`config.mk`:
```
export PLATFORM = sky130hd
export DESIGN_NAME = cache_mem_arbiter
export DESIGN_NICKNAME = d
export VERILOG_FILES = /design/src/rtl/cache_mem_arbiter.sv
export SDC_FILE = /design/constraint.sdc
export NUM_CORES = 1
export LEC_CHECK = 0
export CAP_MARGIN = 20
export CORE_AREA = 2 2 178 180
export DETAILED_ROUTE_END_ITERATION = 7
export DIE_AREA = 0 0 180 182
export HOLD_SLACK_MARGIN = 0.12
export PLACE_DENSITY = 0.62
export SLEW_MARGIN = 20
export SYNTH_ARGS = -nofsm -noshare
export SYNTH_HDL_FRONTEND = slang
export SYNTH_SLANG_ARGS = --single-unit
```
`constraint.sdc`:
```
create_clock -name clk -period 3.15 [get_ports clk]
set_clock_uncertainty 0.2 [all_clocks]
set_input_delay 0.63 -clock clk [delete_from_list [all_inputs] [get_ports clk]]
set_output_delay 0.63 -clock clk [all_outputs]
set_load 0.1 [all_outputs]
```
`src/rtl/cache_mem_arbiter.sv`:
```
`default_nettype none
// ============================================================================
//  Module      : cache_mem_arbiter
//  Description : Shares one word-wide main-memory port between the ICache and
//                the DCache. Performs 4-beat line refills (assembled into a
//                128-bit line) and single-word DCache write-through stores,
//                returning a one-cycle ready pulse to the granted cache.
//  Revision    : 1.0 - initial release
// ============================================================================
module cache_mem_arbiter #(
    parameter int WORD       = 32,
    parameter int LINE_WORDS = 4,
    parameter int LINE_WIDTH = 128
) (
    input  logic                  clk,
    input  logic                  rst,
    // ICache line-read port
    input  logic                  icache_valid,
    input  logic [WORD-1:0]       icache_addr,
    output logic                  icache_ready,
    output logic [LINE_WIDTH-1:0] icache_data,
    // DCache line-read / store port
    input  logic                  dcache_valid,
    input  logic                  dcache_for_store,
    input  logic [WORD-1:0]       dcache_addr,
    input  logic [WORD-1:0]       dcache_wdata,
    output logic                  dcache_ready,
    output logic [LINE_WIDTH-1:0] dcache_data,
    // Main-memory port
    output logic                  mem_req,
    output logic                  mem_we,
    output logic [WORD-1:0]       mem_addr,
    output logic [WORD-1:0]       mem_wdata,
    input  logic                  mem_ack,
    input  logic [WORD-1:0]       mem_rdata
);

    // Beat counter width and byte-offset width of a line.
    localparam int C_BEAT_W = $clog2(LINE_WORDS);
    localparam int C_OFF_W  = C_BEAT_W + 2;

    // State encoding.
    localparam logic [1:0] C_IDLE = 2'd0;
    localparam logic [1:0] C_RD   = 2'd1;
    localparam logic [1:0] C_WR   = 2'd2;
    localparam logic [1:0] C_RESP = 2'd3;

    // Owner / last-grant encoding: 0 = ICache, 1 = DCache.
    localparam logic C_OWN_I = 1'b0;
    localparam logic C_OWN_D = 1'b1;

    logic [1:0]            r_state;
    logic [1:0]            w_next_state;
    logic                  r_owner;
    logic                  r_last_grant;
    logic [C_BEAT_W-1:0]   r_beat;
    logic [WORD-1:2]       r_req_addr;   // word address; byte offset is never used
    logic [WORD-1:0]       r_req_wdata;
    logic [LINE_WIDTH-1:0] r_line_buf;

    logic w_any_valid;
    logic w_grant_d;
    logic w_unused;

    // Byte-offset bits of the request addresses carry no information.
    assign w_unused = ^{icache_addr[1:0], dcache_addr[1:0]};

    // Arbitration: on a tie the cache that did not win last time is granted.
    assign w_any_valid = icache_valid | dcache_valid;
    assign w_grant_d   = dcache_valid & (~icache_valid | (r_last_grant == C_OWN_I));

    // State register.
    always_ff @(posedge clk) begin
        if (rst) begin
            r_state <= C_IDLE;
        end else begin
            r_state <= w_next_state;
        end
    end

    // Next-state logic; mem_ack only matters while a memory access is open.
    always_comb begin
        w_next_state = r_state;
        case (r_state)
            C_IDLE: begin
                if (w_any_valid) begin
                    if (w_grant_d && dcache_for_store) begin
                        w_next_state = C_WR;
                    end else begin
                        w_next_state = C_RD;
                    end
                end
            end
            C_RD: begin
                if (mem_ack && (r_beat == C_BEAT_W'(LINE_WORDS - 1))) begin
                    w_next_state = C_RESP;
                end
            end
            C_WR: begin
                if (mem_ack) begin
                    w_next_state = C_RESP;
                end
            end
            C_RESP: begin
                w_next_state = C_IDLE;
            end
            default: begin
                w_next_state = C_IDLE;
            end
        endcase
    end

    // Request latching at grant time, beat counting and line assembly.
    always_ff @(posedge clk) begin
        if (rst) begin
            r_owner      <= C_OWN_I;
            r_last_grant <= C_OWN_I;
            r_beat       <= '0;
            r_req_addr   <= '0;
            r_req_wdata  <= '0;
            r_line_buf   <= '0;
        end else begin
            case (r_state)
                C_IDLE: begin
                    if (w_any_valid) begin
                        r_owner      <= w_grant_d;
                        r_last_grant <= w_grant_d;
                        r_beat       <= '0;
                        r_req_addr   <= w_grant_d ? dcache_addr[WORD-1:2]
                                                  : icache_addr[WORD-1:2];
                        r_req_wdata  <= dcache_wdata;
                    end
                end
                C_RD: begin
                    if (mem_ack) begin
                        for (int k = 0; k < LINE_WORDS; k++) begin
                            if (r_beat == C_BEAT_W'(k)) begin
                                r_line_buf[k*WORD +: WORD] <= mem_rdata;
                            end
                        end
                        // Wraps to zero after the last beat; cleared again at grant.
                        r_beat <= r_beat + 1'b1;
                    end
                end
                default: begin
                end
            endcase
        end
    end

    // Outputs decoded from registered state only.
    always_comb begin
        mem_req      = 1'b0;
        mem_we       = 1'b0;
        mem_addr     = '0;
        mem_wdata    = '0;
        icache_ready = 1'b0;
        dcache_ready = 1'b0;
        case (r_state)
            C_RD: begin
                mem_req  = 1'b1;
                mem_addr = {r_req_addr[WORD-1:C_OFF_W], r_beat, 2'b00};
            end
            C_WR: begin
                mem_req   = 1'b1;
                mem_we    = 1'b1;
                mem_addr  = {r_req_addr, 2'b00};
                mem_wdata = r_req_wdata;
            end
            C_RESP: begin
                icache_ready = (r_owner == C_OWN_I);
                dcache_ready = (r_owner == C_OWN_D);
            end
            default: begin
            end
        endcase
    end

    // Both caches see the shared line buffer; only the owner's ready qualifies it.
    assign icache_data = r_line_buf;
    assign dcache_data = r_line_buf;

endmodule
`default_nettype wire

```
# Yosys cells after proc, flatten, opt, wreduce, memory -nomap -nowiden
# Index checks and enable logic that the tools add are counted.
# W data, S select, Z words.
# word_totals
reg_bits	195
output_inout_bits	324
wordCells	53
input_bits	134
# op_classes
reduce_logical	13
bitwise	5
n_addsub	1
n_eq_ne	10
n_mux	15
# op_table
operator	n
$pmux W32 S2	1
$mux W32	1
$mux W30	1
$reduce_and A3 Y1	6
$mux W2	6
$eq A2 B2 Y1 const B	4
$ne A2 B2 Y1 const B	4
$pmux W2 S4	1
$eq A2 B1 Y1 const B	2
$logic_not A2 Y1	2
$mux W1	4
$pmux W2 S2	1
$add A2 B1 Y2 const B	1
$logic_and A1 B1 Y1	2
$not A1 Y1	2
$or A1 B1 Y1	2
$reduce_and A2 Y1	1
$reduce_bool A2 Y1	1
$reduce_or A2 Y1	1
$and A1 B1 Y1	1

# Depth between registers and ports, before layout
# logic_depth
ltp_word	7
mapped_depth	8
mapped_depth_nobuf	5

# Worst setup path after synthesis
# OpenSTA, ideal clock, no wires.
# synth_timing
kind	register to output
start	register r_state[0]
end	output port mem_addr[2]
stages_incl_launch_ff	6
arrival_ns	2.940
path_buffers	1
setup_slack_ns	-0.620
required_ns	2.320
path_cell_list	dfxtp_1 > inv_1 > ha_1 > buf_2 > a22oi_1 > nor2b_1
# synth_via
elab_chain_len	2
elab_cells_between_ends	3
classes_between	2 x eq/ne; 1 x mux
# synth_lines
item	line_no	text
start: declaration	52	logic [1:0] r_state;
start signal: assignment	77	r_state <= w_next_state;
$eq A2 B2 Y1 / $eq A2 B1 Y1 (equally long branches)	159	case (r_state)
$pmux W32 S2 (*)	159	
end: declaration	32	output logic [WORD-1:0] mem_addr,
# Every way passes the cells marked *; elsewhere a longest branch is shown, timed or not.

# Worst setup path after layout
# layout_timing
start	register r_state[1]
end	output port mem_addr[28]
# The elaborated chain is that of the path after synthesis.

==> out/metrics.csv <==
metric,value,unit
min_path_type,register to register,
avgSynthCellArea,7.965,sq um
wl_met2,14.92,mm
synth_warnings,0,
yosys-top-cells-area,"dfxtp_1, nand2_1, buf_4, a21oi_1, and2_1",
tns,0,ps
reg2reg_from,r_state[0]$_SDFFE_PP0P_,
crit_start,r_state[1]$_SDFFE_PP0P_,
ff2ff_path_depth,6,
clock_path_buffers,2,
synth-seq-cells,195,
total_leakage_power,5.437,nW
gp_congestion,0.7677,
drive_above_1_share,0.2965,
slowest_stage,dfxtp_1,
finish.utilization,0.4238,
power_density,660.9,nW/um^2
die_w,180,um
overflow,0,
max-cap-violations,0,
cts_made_buffers,17,
routed.top_layer,met4,
path_cells,inv_1 > ha_2 > o21a_1 > buf_4 > and2_2 > buf_12,
reg2reg_to,r_req_addr[4]$_SDFFE_PP0P_,
outcome,completed,
initial_core_util,0.2789,
fmax,342.9,MHz
wl_per_cell,16.46,um
synth.top_cell.area_share,0.4517,
setup_viol,0,
end_kind,primary output,
via_per_inst,4.491,
startpoint_type,register,
cts_resized,0,
slew_viol_final,0,
fin_crit,2916,ps
cpPeakStageDelay,380,ps
regArea,3904,sq um
die_y,182,um
grt_setup_unrepaired,no,
ys_types,32,
ys_seq_area_frac,0.4517,
fillers,3038,
cpLargestDelayFamily,buffers and inverters,
antenna_found_initial,0,
synth_area,8642,sq um
cp.required,2320,ps
drc,0,
setup.worst_path.end,mem_addr[28],
drt-met1-wl,11.60,mm
cp.depth,6,
area_delta_synth_final,51.95,%
antenna_left,0,
hold_start,r_req_wdata[24]$_SDFFE_PP0P_,
ir_drop,0.3067,mV
hold_buffers,0,
cts.sink_count,195,
multi_input_area,3432,sq um
worstSetupPathType,register to primary output,
clkLatencyLatePin,420,ps
critPathMaxFanout,28,
first_pass_iters,5,
worst_slew_pin_slew,582.0,ps
grt_use_total,0.1725,
post-route-period-util,0.9258,
postCtsSetupRepairBufs,0,
cts_tree,built,
core_area,30990,sq um
rows,65,
grt_pass1_vias,7731,
hold_viol_final,0,
yosys.area.top_type,dfxtp_1,
vias,8035,
r2r_setup_slack,1130,ps
grt_pass1_wl,44.09,mm
drtIter0Drc,379,
root_buffer,clkbuf_16,
dieArea,32760,sq um
nNetsFinal,1515,
slew_headroom,0.6120,
dpl.hpwl,21.40,mm
grt_start_max_net_pins,85,
holdWs,250.9,ps
portBuffers,451,
syn_inst,1085,
wl_met3,2.572,mm
crit_buf_inv,3,
clk_pin_slew_worst_paths,90,ps
critical_path_arrival,2090,ps
io_pins,458,
h-tree-depth,4,
wl,29.44,mm
## cell usage after synthesis (all sizes together)
cell,n
a211oi,1
and2,61
a21oi,193
or3b,1
a31oi,1
a21boi,1
ha,8
dfxtp,195
buf,173
a311oi,1
mux2i,32
nand3,4
o21bai,2
nand2b,1
a22oi,2
conb,1
nand2,322
inv,5
nand4,2
nor3b,1
o21ai,33
nor2b,4
clkbuf,32
o21a,2
a41o,1
a41oi,1
and3,5
## per-stage QoR
stage          setup slack (ps)  area, sq um  total power, mW  cells
2_1_floorplan             137.0         8682            5.577   1086
3_3_place_gp              567.3        12560            6.566   1756
3_5_place_dp              514.8        12560            6.596   1756
6_report                  233.8        13130            8.679   1789
5_1_grt                   114.1        13130            9.071   1788
4_1_cts                   186.2        13130            8.800   1788
## layout by cell type, fill, tap and decap left out, types with 3 or more instances in the layout
master,Yosys,routed
and2_1,61,40
clkdlybuf4s50_1,0,128
clkbuf_16,0,17
nand2_1,322,322
o21ai_1,12,11
mux2i_1,32,32
buf_12,0,66
inv_8,0,5
clkinv_4,0,3
dfxtp_1,195,195
nand3_2,0,3
a21oi_1,193,193
o21ai_0,21,21
and2_2,0,21
ha_1,8,6
inv_1,5,5
buf_4,135,278
## where the power goes
| group | leakage (nW) | internal, mW | total, mW | switching (mW) |
|---|---|---|---|---|
| Clock | 0.280 | 1.06 | 2.16 | 1.11 |
| Sequential | 1.59 | 2.79 | 2.97 | 0.180 |
| Combinational | 3.57 | 1.03 | 3.55 | 2.52 |
| Total | 5.44 | 4.87 | 8.68 | 3.81 |
## worst min path at each step
| stage | end | slack, ps | cells past startpoint |
|---|---|---|---|
| after floorplan | r_req_wdata[0]$_SDFFE_PP0P_ | 230 | 2 |
| after global placement | r_req_wdata[27]$_SDFFE_PP0P_ | 240 | 2 |
| after detailed placement | r_req_wdata[15]$_SDFFE_PP0P_ | 240 | 2 |
| after CTS | r_req_wdata[31]$_SDFFE_PP0P_ | 250 | 2 |
| after global routing | r_req_wdata[11]$_SDFFE_PP0P_ | 270 | 2 |
| final | r_req_wdata[24]$_SDFFE_PP0P_ | 250 | 2 |
## worst min-delay path, stage by stage (launching register included)
cell and delay, ps:
dfxtp_1 310, nand2_1 50, a21oi_1 50
## routing by layer
metal  vias up  track usage
met5         -            0
met4         0      0.04325
met3        20      0.05856
met2       333       0.3157
met1      3721       0.1906
li1       3961            -
## registers in the layout (all words and copies together), names as in the netlist
| register | flops |
|---|---|
| r_beat | 2 |
| dcache_data | 128 |
| r_req_wdata | 32 |
| r_state | 2 |
| r_last_grant | 1 |
| r_req_addr | 30 |
## area by class of cell
cell class                      count  share of cell area
Antenna cell                        1           0.0001906
Sequential cell                   195              0.2973
Inverter                            5            0.001429
Timing Repair Buffer              473              0.3580
Tap cell                          402             0.03830
Clock inverter                     14             0.01077
Clock buffer                       18             0.03268
Multi-Input combinational cell    681              0.2614
## cells by family after synthesis
| logic type | Yosys count | share of synthesized area |
|---|---|---|
| DFF | 195 | 0.4517 |
| AOI/OAI and AO/OA | 238 | 0.1430 |
| adders and majority gates | 8 | 0.01158 |
| muxes | 32 | 0.03706 |
| other | 1 | 0.0004339 |
| buffers and inverters | 210 | 0.1584 |
| and+or+nand+nor | 401 | 0.1978 |
No activity file was read; power rests on OpenSTA's default activity.
